`src/rtl/pc_sequencer.sv`:
```
// Fetch sequencer: owns the PC, start/done handshake, stall hold and LUT-based branch redirect.
// Optional RUN-cycle counter enabled by defining PC_SEQUENCER_CYCLE_CNT_EN.
module pc_sequencer #(
    parameter int PCW        = 10,
    parameter int START_ADDR = 0,
    parameter int CNTW       = 16
) (
    input  logic            clk,
    input  logic            reset,
    input  logic            start,
    input  logic            stall,
    input  logic            branch,
    input  logic [1:0]      how_high,
    input  logic            halt,
    input  logic            cfg_we,
    input  logic [1:0]      cfg_idx,
    input  logic [PCW-1:0]  cfg_target,
    output logic [PCW-1:0]  pc,
    output logic            fetch_en,
    output logic            running,
    output logic            done,
    output logic [CNTW-1:0] cycles
);

    localparam logic [1:0] S_IDLE = 2'd0;
    localparam logic [1:0] S_RUN  = 2'd1;
    localparam logic [1:0] S_DONE = 2'd2;

    logic [1:0]          r_state;
    logic [PCW-1:0]      r_pc;
    logic [3:0][PCW-1:0] r_lut;
    logic                w_run;
    logic                w_go;

    assign w_run = (r_state == S_RUN);
    // start only matters outside RUN; it (re)launches from IDLE or DONE
    assign w_go  = start && ((r_state == S_IDLE) || (r_state == S_DONE));

    always_ff @(posedge clk or posedge reset) begin
        if (reset) begin
            r_state <= S_IDLE;
            r_pc    <= '0;
            r_lut   <= '0;
        end else begin
            // LUT write lands at the edge, so a same-cycle branch still sees the old entry
            if (cfg_we)
                r_lut[cfg_idx] <= cfg_target;
            case (r_state)
                S_IDLE, S_DONE: begin
                    if (start) begin
                        r_state <= S_RUN;
                        r_pc    <= PCW'(START_ADDR);
                    end
                end
                S_RUN: begin
                    if (!stall) begin
                        if (halt)
                            r_state <= S_DONE;
                        else if (branch)
                            r_pc <= r_lut[how_high];
                        else
                            r_pc <= r_pc + PCW'(1);
                    end
                end
                default: r_state <= S_IDLE;
            endcase
        end
    end

`ifdef PC_SEQUENCER_CYCLE_CNT_EN
    logic [CNTW-1:0] r_cycles;

    always_ff @(posedge clk or posedge reset) begin
        if (reset)
            r_cycles <= '0;
        else if (w_go)
            r_cycles <= '0;
        else if (w_run && !stall && (r_cycles != {CNTW{1'b1}}))
            r_cycles <= r_cycles + CNTW'(1);
    end

    assign cycles = r_cycles;
`else
    assign cycles = '0;
`endif

    assign pc       = r_pc;
    assign running  = w_run;
    assign done     = (r_state == S_DONE);
    assign fetch_en = w_run && !stall;

endmodule

```
`config.mk`:
```
export PLATFORM = sky130hd
export DESIGN_NAME = pc_sequencer
export DESIGN_NICKNAME = d
export VERILOG_FILES = /design/src/rtl/pc_sequencer.sv
export SDC_FILE = /design/constraint.sdc
export NUM_CORES = 1
export LEC_CHECK = 0
export CORE_MARGIN = 4
export CORE_UTILIZATION = 50
export CTS_CLUSTER_DIAMETER = 60
export CTS_CLUSTER_SIZE = 25
export DETAILED_ROUTE_END_ITERATION = 8
export GPL_TIMING_DRIVEN = 1
export HOLD_SLACK_MARGIN = 0.12
export PLACE_DENSITY_LB_ADDON = 0.25
export SLEW_MARGIN = 25
export SYNTH_ARGS = -nofsm -noshare
export SYNTH_HDL_FRONTEND = slang
export SYNTH_SLANG_ARGS = --single-unit
```
`constraint.sdc`:
```
create_clock -name clk -period 2.4 [get_ports clk]
set_input_delay 0.6 -clock clk [delete_from_list [all_inputs] [get_ports clk]]
set_output_delay 0.6 -clock clk [all_outputs]
set_load 0.1 [all_outputs]
```
## Yosys cells after proc, flatten, opt, wreduce, memory -nomap -nowiden

Cells that the tools add are included.

- Magnitude comparators: 3
- Equality and inequality tests: 6
- Reductions and logical operators: 8
- Add/sub/neg operators: 1
- Muxes and demuxes: 14

Operator list:

| operator | count |
|---|---|
| 10-bit 2-to-1 mux | 6 |
| 40-bit bitwise mux | 1 |
| 10-bit binary-select mux with 2-bit select | 1 |
| 10-bit demux with 2-bit select | 1 |
| 10-bit one-hot mux with 2 select lines | 1 |
| 10-bit by 1-bit adder with 10-bit output, second input constant | 1 |
| 2-bit inequality test, second input constant | 4 |
| 2-bit by 3-bit < comparator with 1-bit output, second input constant | 2 |
| 2-bit 2-to-1 mux | 3 |
| 2-bit one-hot mux with 2 select lines | 1 |
| 4-bit AND reduction | 1 |
| 3-bit AND reduction | 1 |
| 2-bit by 1-bit == test with 1-bit output, second input constant | 1 |
| 2-bit == test, second input constant | 1 |
| 2-bit by 1-bit >= comparator with 1-bit output, second input constant | 1 |
| 1-bit logical AND | 2 |
| 2-bit logical NOT | 1 |
| 2-bit nonzero test | 1 |
| 2-bit OR reduction | 1 |
| 1-bit logical NOT | 1 |

- Bits in registers: 52
- Output and inout port bits: 29

## Longest topological paths before layout

Gate-level depths: netlist (run 1).

- Depth after elaboration: 6
- Gate-level depth with buffers: 6
- Depth with buffers taken out: 5

## Worst setup path after synthesis (run 1)

Ideal clock, no wire load.

- Path kind: input to output
- From: input port stall
- To: output port fetch_en
- Arrival time: 2.677 ns
- Data required time: 1.800 ns
- Slack: -0.877 ns
- Stages on the path: 1
- Path buffers: 0
- Cell sequence: nor3_1

- Cells in the longest elaborated chain, start to end: 2

RTL lines:

| item | line | RTL |
|---|---|---|
| from (decl) | 11 | `input logic stall,` |
| 1-bit logical NOT | 90 | `assign fetch_en = w_run && !stall;` |
| 1-bit logical AND | 90 |  |
| to (decl) | 19 | `output logic fetch_en,` |

Every way passes these cells.

## Final worst setup path (run 1)

Ends and elaborated chain as after synthesis.

==> metrics.yaml, run 1 <==
status:
  status: "completed"
timing:
  fin_crit_sh: 0.878
  rsz0062_at_grt: "false"
  tns_ns: 0
  holdWs_ns: 0.508
  skew_ns: 0.00353
  fmax_mhz: 475
  setup_viol: 0
  fin_crit_ns: 2.11
  hold_viol: 0
  report.final.slew_viol_count: 0
cts:
  numCtsBuffers: 5
  clock_latency_ns: 0.31
  cts-root-buf: "clkbuf_8"
  clk_pin_slew_ns: 0.10
  clock_sinks: 52
  cts_hold_buf: 0
  cts_tree: "done"
  cts_max_path_buffers: 2
  htree_levels: 2
  post_cts_buffers: 0
  cts_resized: 0
route:
  routed_wl_mm: 4.93
  drc_errors: 0
  dr_wl_met3_um: 250
  vias: 1715
  drt-initial-drc-count: 93
  wl_per_cell_um: 15.8
  ant_nets: 0
  maxUsedRoutingLayer: "met4"
  drt-pass1-iter-count: 4
  m1WireLength_mm: 2.17
  routed_via_density: 5.48
  route.met2.wl_mm: 2.42
pwr:
  powerDensity_mw_per_mm2: 901
  intPower_mw: 1.69
  p_comb_frac: 0.361
  clock_power_share: 0.220
  swShare: 0.393
  p_sw_mw: 1.10
  peakVddDrop_v: 0.000464
  power_leakage_nw: 1.33
  seq_power_share: 0.420
synth:
  ys_warn_count: 0
  yosysTopAreaCellShare: 0.500
  ys_types: 35
  ys_ff_latch: 52
  syn_inst: 205
  yosys-top-cells-area: "dfrtp_1, mux2_2, mux4_2"
  syn_area_mm2: 0.00260
  synth_area_leader_cell: "dfrtp_1"
  synthArstFlopShare: 1.00
  synth_flop_cell: "dfrtp_1"
  postSynthAreaPerCell_um2: 12.7
  ys_seq_area_frac: 0.500
  synth-edff-count: 0
final_layout:
  nets: 264
  final_common_cell: "dfrtp_1"
  final_cell_area_mm2: 0.00310
  final_cell_mix: "dfrtp_1, mux2_2, clkdlybuf4s50_1, buf_4, conb_1"
  fin_cells: 313
  drive_gt1_frac: 0.342
  utilization: 0.610
  area_growth_pct: 19.0
  antenna_cells: 0
floorplanning:
  boundaryPins: 50
  rows: 26
  die_w_um: 80.2
  start_util: 0.513
  core_mm2: 0.00507
  die_h_um: 80.2
  dieArea_mm2: 0.00643
grt:
  grt-ovfl-total: 0
  antenna_found_initial: 0
  grt_pass1_wl_mm: 8.13
  grt_usage: 0.166
  grt_max_degree: 53
  grt_pass1_vias: 1690
critical_path:
  cp.buffers_inverters: 2
  cp_data_required_time_ns: 1.80
  cpMaxStageDelayCell: "clkdlybuf4s50_1"
  arrival_ns: 1.51
  crit_family: "buffers and inverters"
  start_kind: "primary input"
  worstSetupEndpointType: "output port"
  cp_max_fo: 3
  crit_chain: "clkdlybuf4s50_1 -> nor3_2 -> buf_12"
  worst_path_largest_cell_delay_ns: 0.45
  crit_type: "in2out"
placement:
  gp_congestion: 0.793
  post-dp-hpwl_mm: 3.43
  numPortBuffers: 33
  postPlaceCellArea_mm2: 0.00298
  dp_cells: 305
min_path:
  hold_class: "reg2reg"
run:
  drv_cap: 0
-- power by group through the flow --
| stage | clock network [mW] | registers (mW) | logic [mW] |
|---|---|---|---|
| 2_1_floorplan | 0 | 1.40 | 0.580 |
| 3_3_place_gp | 0 | 1.18 | 1.00 |
| 3_5_place_dp | 0 | 1.19 | 1.01 |
| 4_1_cts | 0.631 | 1.17 | 1.02 |
| 5_1_grt | 0.661 | 1.19 | 1.07 |
| 6_report | 0.614 | 1.17 | 1.01 |
-- synthesized netlist by cell type (2+ instances only) --
master	instances
mux4_2	10
and4_1	2
nand3_1	3
mux2i_1	2
nand2_1	9
o21ai_0	4
buf_4	16
o21ai_1	8
o22ai_1	2
buf_2	3
nand3b_1	2
clkbuf_1	6
nand4_1	3
o31a_1	3
o31ai_1	2
inv_1	6
nor2b_1	2
a211oi_1	2
dfrtp_1	52
nor2_1	4
a21oi_1	5
nor3b_1	3
mux2_2	40
nor3_1	5
-- stage by stage --
stage          setup slack [ns]  total power, mW
2_1_floorplan            0.0115             1.98
3_3_place_gp              0.160             2.18
3_5_place_dp              0.148             2.20
4_1_cts                   0.290             2.82
5_1_grt                   0.228             2.92
6_report                  0.293             2.79
-- path summary, 6_finish.rpt --
kind,startpoint,endpoint,slack [ns],depth (start not counted)
max,stall,fetch_en,0.29,3
min,r_lut[23]$_DFFE_PP0P_,r_lut[23]$_DFFE_PP0P_,0.51,1
max reg2reg,r_state[1]$_DFFE_PP0P_,pc[6]$_DFFE_PP0P_,0.74,5
min reg2reg,r_lut[23]$_DFFE_PP0P_,r_lut[23]$_DFFE_PP0P_,0.51,1
max in group asynchronous,reset,r_lut[3]$_DFFE_PP0P_,1.53,3
min in group asynchronous,reset,pc[8]$_DFFE_PP0P_,0.65,3
-- metal layers --
metal | GRT usage | vias up
met5 | 0 | -
met4 | 0.0524 | 0
met3 | 0.0437 | 9
met2 | 0.282 | 56
met1 | 0.206 | 856
li1 | - | 794
-- logic make-up (layout without fill, tap and decap cells) --
logic type                 Yosys count  after routing  share of synthesized area
buffers and inverters               33             56                     0.0750
adders and majority gates            1              1                    0.00480
DFF                                 52             52                      0.500
muxes                               52             52                      0.267
other                                1             16                    0.00144
and+or+nand+nor                     36             36                     0.0759
AOI/OAI and AO/OA                   30             30                     0.0759
-- flip-flops by register name, summed over array words and instances, names as in the netlist --
register / flops
r_lut: 40
pc: 10
r_state: 2
-- cell type report --
class | instances | area (um2)
Clock buffer | 5 | 68.8
Inverter | 6 | 22.5
Timing Repair Buffer | 42 | 403
Multi-Input combinational cell | 135 | 1170
Clock inverter | 3 | 46.3
Fill cell | 421 | 1980
Tap cell | 70 | 87.6
Sequential cell | 52 | 1300
(Power assumes the default switching activity.)
==> inputs of run 2 (changes only) <==
--- a/config.mk
+++ b/config.mk
@@ -13,6 +13,7 @@
 export GPL_TIMING_DRIVEN = 1
 export HOLD_SLACK_MARGIN = 0.12
 export PLACE_DENSITY_LB_ADDON = 0.25
+export SETUP_SLACK_MARGIN = 0.1
 export SLEW_MARGIN = 25
 export SYNTH_ARGS = -nofsm -noshare
 export SYNTH_HDL_FRONTEND = slang
==> run 2 against run 1 <==
  * Combinational power about the same
  * First-iteration DRC count shrank 19%
  * Register-to-register slack is essentially flat
  * Via count up 0.17%
  * Critical path depth did not move
  * Non-clock buffer count did not move
  * Setup slack improved by 0.0058 ns
  * Sequential cell count stayed put
  * Die area is the same
  * Routed wire length fell by 1.0%
==> metrics.yaml, run 2 (synthesis results as in run 1) <==
placement:
  numPortBuffers: 33  # unchanged
  gp_congestion: 0.801  # was 0.793
  dp_cells: 305  # unchanged
  post-dp-hpwl_mm: 3.43  # about the same
grt:
  grt_max_degree: 53  # unchanged
  grt-ovfl-total: 0  # unchanged
  antenna_found_initial: 0  # unchanged
  grt_pass1_vias: 1716  # was 1690
  grt_usage: 0.163  # was 0.166
  grt_pass1_wl_mm: 8.01  # was 8.13 mm
floorplanning:
  die_w_um: 80.2  # unchanged
  dieArea_mm2: 0.00643  # unchanged
  die_h_um: 80.2  # unchanged
  start_util: 0.513  # unchanged
  core_mm2: 0.00507  # unchanged
  boundaryPins: 50  # unchanged
  rows: 26  # unchanged
critical_path:
  crit_type: "in2out"  # unchanged
  r2r_setup_slack_ns: 0.73  # was 0.74 ns
  start_kind: "primary input"  # unchanged
  cp_data_required_time_ns: 1.80  # about the same
  worstSetupStartpoint: "stall"  # unchanged
  reg2reg_from: "r_state[1]$_DFFE_PP0P_"  # unchanged
  arrival_ns: 1.50  # was 1.51 ns
  cp_max_fo: 3  # unchanged
  worstSetupEndpointType: "output port"  # unchanged
cts:
  cts_max_path_buffers: 2  # unchanged
  cts_hold_buf: 0  # unchanged
  clock_sinks: 52  # unchanged
  clock_latency_ns: 0.30  # was 0.31 ns
  cts-root-buf: "clkbuf_8"  # unchanged
  htree_levels: 2  # unchanged
  clk_pin_slew_ns: 0.09  # was 0.10 ns
  post_cts_buffers: 0  # unchanged
  numCtsBuffers: 5  # unchanged
  cts_resized: 0  # unchanged
  cts_tree: "done"  # unchanged
pwr:
  power_mw: 2.70  # was 2.79 mW
  peakVddDrop_v: 0.000487  # was 0.000464 V
  power_leakage_nw: 1.32  # was 1.33 nW
  powerDensity_mw_per_mm2: 876  # was 901 mW/mm2
min_path:
  min_from: "r_lut[24]$_DFFE_PP0P_"  # was r_lut[23]$_DFFE_PP0P_
  hold_class: "reg2reg"  # unchanged
route:
  ant_nets: 0  # unchanged
  wl_per_cell_um: 15.6  # was 15.8 um
  vias: 1718  # was 1715
  drc_errors: 0  # unchanged
  drt-initial-drc-count: 75  # was 93
  drt-pass1-iter-count: 4  # unchanged
  routed_wl_mm: 4.88  # was 4.93 mm
  routed_via_density: 5.49  # was 5.48
timing:
  fin_crit_ns: 2.10  # was 2.11 ns
  fmax_mhz: 476  # was 475 MHz
  report.final.slew_viol_count: 0  # unchanged
  hold_viol: 0  # unchanged
  tns_ns: 0  # unchanged
  skew_ns: 0.00509  # was 0.00353 ns
  rsz0062_at_grt: "false"  # unchanged
  fin_crit_sh: 0.875  # was 0.878
  setup_viol: 0  # unchanged
final_layout:
  fin_cells: 313  # unchanged
  final_common_cell: "dfrtp_1"  # unchanged
  utilization: 0.607  # was 0.610
  drive_gt1_frac: 0.346  # was 0.342
  antenna_cells: 0  # unchanged
  nets: 264  # unchanged
  area_growth_pct: 18.4  # was 19.0%
  regMostFlops: "r_lut"  # unchanged
  largest_register_ff_count: 40  # unchanged
  final_cell_mix: "dfrtp_1, mux2_2, clkdlybuf4s50_1, buf_4, conb_1"  # unchanged
  fill_cells: 423  # was 421
status:
  status: "completed"  # unchanged
run:
  drv_cap: 0  # unchanged
==> run 2: layout make-up <==
cell class / count / area, um2 / area share
inverters: 6 / 22.5 / 0.00731
clock buffers: 7 / 86.3 / 0.0280
multi-input cells: 135 / 1170 / 0.381
well taps: 70 / 87.6 / 0.0284
repair buffers: 42 / 403 / 0.131
flip-flops and latches: 52 / 1300 / 0.422
clock inverters: 1 / 7.51 / 0.00244
==> run 2: path summary, 6_finish.rpt <==
check                                        end  cells past startpoint
max                                     fetch_en                      3
min                        r_lut[24]$_DFFE_PP0P_                      1
max reg2reg                    pc[6]$_DFFE_PP0P_                      5
min reg2reg                r_lut[24]$_DFFE_PP0P_                      1
max in group asynchronous  r_lut[14]$_DFFE_PP0P_                      3
min in group asynchronous      pc[5]$_DFFE_PP0P_                      3
==> run 2: stage by stage <==
stage	hold slack [ns]	cell area [um2]	setup slack (ns)
after global routing	0.517	3080	0.245
final	0.506	3080	0.299
after detailed placement	0.487	2990	0.140
after floorplan	0.474	2670	0.0115
after global placement	0.481	2990	0.162
after CTS	0.508	3080	0.296
==> run 2: power breakdown <==
| part | total (mW) | switching (mW) | leakage, nW | internal [mW] |
|---|---|---|---|---|
| clock network | 0.515 | 0.280 | 0.0445 | 0.235 |
| registers | 1.17 | 0.128 | 0.635 | 1.05 |
| logic | 1.01 | 0.674 | 0.636 | 0.336 |
==> run 2: worst max-delay path: stages <==
cell,delay [ns]
clkdlybuf4s50_1,0.45
nor3_2,0.23
buf_12,0.21
==> run 2: per-layer routing <==
metal	GRT usage	up-vias	wire (um)	share of wire
li1	-	796	-	-
met1	0.200	879	2140	0.44
met2	0.286	41	2490	0.51
met3	0.0392	2	224	0.046
met4	0.0405	0	25	0.0051
met5	0	-	0	0
==> inputs of run 3 (changes only) <==
--- a/config.mk
+++ b/config.mk
@@ -5,7 +5,7 @@
 export SDC_FILE = /design/constraint.sdc
 export NUM_CORES = 1
 export LEC_CHECK = 0
-export CORE_MARGIN = 4
+export CORE_MARGIN = 5
 export CORE_UTILIZATION = 50
 export CTS_CLUSTER_DIAMETER = 60
 export CTS_CLUSTER_SIZE = 25
==> run 3 against run 2 <==
  * Clock power shrank 3%
  * Worst hold slack worse by 0.0016 ns
  * Critical path depth unchanged
  * Core utilization increased by 0.074 points
  * Setup slack gained 0.0058 ns
  * Largest power group unchanged
  * Sequential power about the same
  * Sequential cell count stayed put
  * Power shrank 0.32%
  * Count of clock-buffer cells in the layout increased by 1
  * Clock skew barely moved
  * Highest routed layer unchanged
==> metrics.yaml, run 3 (synthesis results as in run 1) <==
status:
  status: "completed"  # unchanged
pwr:
  swShare: 0.398  # was 0.401
  clock_power_share: 0.186  # was 0.191
  intPower_mw: 1.62  # about the same
  powerDensity_mw_per_mm2: 872  # was 876 mW/mm2
  p_sw_mw: 1.07  # was 1.08 mW
  p_comb_frac: 0.378  # was 0.374
  seq_power_share: 0.435  # about the same
  peakVddDrop_v: 0.000490  # was 0.000487 V
  power_leakage_nw: 1.32  # about the same
critical_path:
  timing.rr.end: "pc[6]$_DFFE_PP0P_"  # unchanged
  cp_data_required_time_ns: 1.80  # about the same
  r2r_cells: 5  # unchanged
  cpMaxStageDelayCell: "clkdlybuf4s50_1"  # unchanged
  cp_max_fo: 3  # unchanged
  arrival_ns: 1.50  # about the same
  worstSetupEndpointType: "output port"  # unchanged
  crit_chain: "clkdlybuf4s50_1 -> nor3_2 -> buf_12"  # unchanged
  worst_path_largest_cell_delay_ns: 0.45  # about the same
  r2r_setup_slack_ns: 0.73  # about the same
  start_kind: "primary input"  # unchanged
  reg2reg_from: "r_state[1]$_DFFE_PP0P_"  # unchanged
  crit_type: "in2out"  # unchanged
route:
  drt-initial-drc-count: 31  # was 75
  routed_wl_mm: 5.04  # was 4.88 mm
  drc_errors: 0  # unchanged
  wl_per_cell_um: 16.1  # was 15.6 um
  vias: 1687  # was 1718
  routed_via_density: 5.37  # was 5.49
  ant_nets: 0  # unchanged
  drt-pass1-iter-count: 7  # was 4
floorplanning:
  rows: 26  # unchanged
  core_mm2: 0.00507  # unchanged
  boundaryPins: 50  # unchanged
  start_util: 0.513  # unchanged
  die_h_um: 82.2  # was 80.2 um
  dieArea_mm2: 0.00675  # was 0.00643 mm2
  die_w_um: 82.2  # was 80.2 um
min_path:
  whs_endpoint: "r_lut[21]$_DFFE_PP0P_"  # was r_lut[24]$_DFFE_PP0P_
  hold_class: "reg2reg"  # unchanged
  min_from: "r_lut[21]$_DFFE_PP0P_"  # was r_lut[24]$_DFFE_PP0P_
  hold_depth: 1  # unchanged
run:
  drv_cap: 0  # unchanged
timing:
  rsz0062_at_grt: "false"  # unchanged
  fin_crit_ns: 2.10  # about the same
  hold_viol: 0  # unchanged
  setup_viol: 0  # unchanged
  skew_ns: 0.00529  # was 0.00509 ns
  report.final.slew_viol_count: 0  # unchanged
  tns_ns: 0  # unchanged
  fin_crit_sh: 0.873  # was 0.875
  fmax_mhz: 477  # was 476 MHz
final_layout:
  area_growth_pct: 18.5  # was 18.4%
  fin_cells: 314  # was 313
  regMostFlops: "r_lut"  # unchanged
  final_common_cell: "dfrtp_1"  # unchanged
  final_cell_mix: "dfrtp_1, mux2_2, clkdlybuf4s50_1, buf_4, conb_1"  # unchanged
  drive_gt1_frac: 0.344  # was 0.346
  largest_register_ff_count: 40  # unchanged
  nets: 265  # was 264
  antenna_cells: 0  # unchanged
  fill_cells: 428  # was 423
cts:
  post_cts_buffers: 0  # unchanged
  cts_hold_buf: 0  # unchanged
  cts-root-buf: "clkbuf_8"  # unchanged
  cts_tree: "done"  # unchanged
  cts_resized: 0  # unchanged
  clk_pin_slew_ns: 0.08  # was 0.09 ns
  htree_levels: 2  # unchanged
  clock_latency_ns: 0.30  # about the same
  numCtsBuffers: 5  # unchanged
  clock_sinks: 52  # unchanged
  cts_max_path_buffers: 2  # unchanged
placement:
  dp_cells: 306  # was 305
  post-dp-hpwl_mm: 3.57  # was 3.43 mm
  numPortBuffers: 33  # unchanged
  gp_congestion: 0.805  # was 0.801
grt:
  grt_pass1_vias: 1725  # was 1716
  antenna_found_initial: 0  # unchanged
  grt_max_degree: 53  # unchanged
  grt_pass1_wl_mm: 8.46  # was 8.01 mm
  grt-ovfl-total: 0  # unchanged
  grt_usage: 0.168  # was 0.163
[run 3: cell count changes in the layout (fill, tap and decap cells not counted), sizes merged]
| cell | delta |
|---|---|
| clkbuf | +1 |
| buf | +1 |
| clkinvlp | -1 |
[run 3: how the worst max path moves through the flow]
stage               slack, ns  start  cells after the start                end
floorplan                0.01  stall                      1           fetch_en
global placement         0.16   halt                      6  pc[6]$_DFFE_PP0P_
detailed placement       0.11   halt                      6  pc[6]$_DFFE_PP0P_
CTS                      0.30  stall                      3           fetch_en
global route             0.27  stall                      3           fetch_en
finish                   0.30  stall                      3           fetch_en
[run 3: power groups by stage]
stage | sequential [mW] | clock (mW) | combinational [mW]
final | 1.17 | 0.502 | 1.02
after global routing | 1.20 | 0.549 | 1.08
after CTS | 1.17 | 0.525 | 1.03
after detailed placement | 1.19 | 0 | 1.03
after global placement | 1.18 | 0 | 1.01
after floorplan | 1.41 | 0 | 0.583
[run 3: area by class of cell]
cell class / instances / area, um2 / share of cell area
Inverter: 6 / 22.5 / 0.00730
Multi-Input combinational cell: 135 / 1170 / 0.380
Sequential cell: 52 / 1300 / 0.422
Clock buffer: 8 / 90.1 / 0.0292
Timing Repair Buffer: 43 / 410 / 0.133
Tap cell: 70 / 87.6 / 0.0284
[run 3: through the flow]
stage	setup WS, ns	hold WS, ns	power, mW	cell area, um2	utilization
CTS	0.297	0.508	2.72	3090	0.608
global placement	0.160	0.482	2.19	3000	0.590
finish	0.305	0.504	2.69	3090	0.608
global route	0.272	0.514	2.82	3090	0.608
detailed placement	0.111	0.487	2.22	3000	0.590
floorplan	0.0115	0.474	1.99	2670	-
[run 3: worst max-delay path, delay by kind of cell]
family	cells	cell delay (ns)
AND/OR/NAND/NOR	1	0.23
buffers and inverters	2	0.66
[run 3: per-layer routing]
layer | GRT usage | up-vias | share of wire
li1 | - | 795 | -
met2 | 0.290 | 36 | 0.51
met3 | 0.0336 | 6 | 0.046
met1 | 0.215 | 850 | 0.43
met4 | 0.0449 | 0 | 0.012
met5 | 0 | - | 0
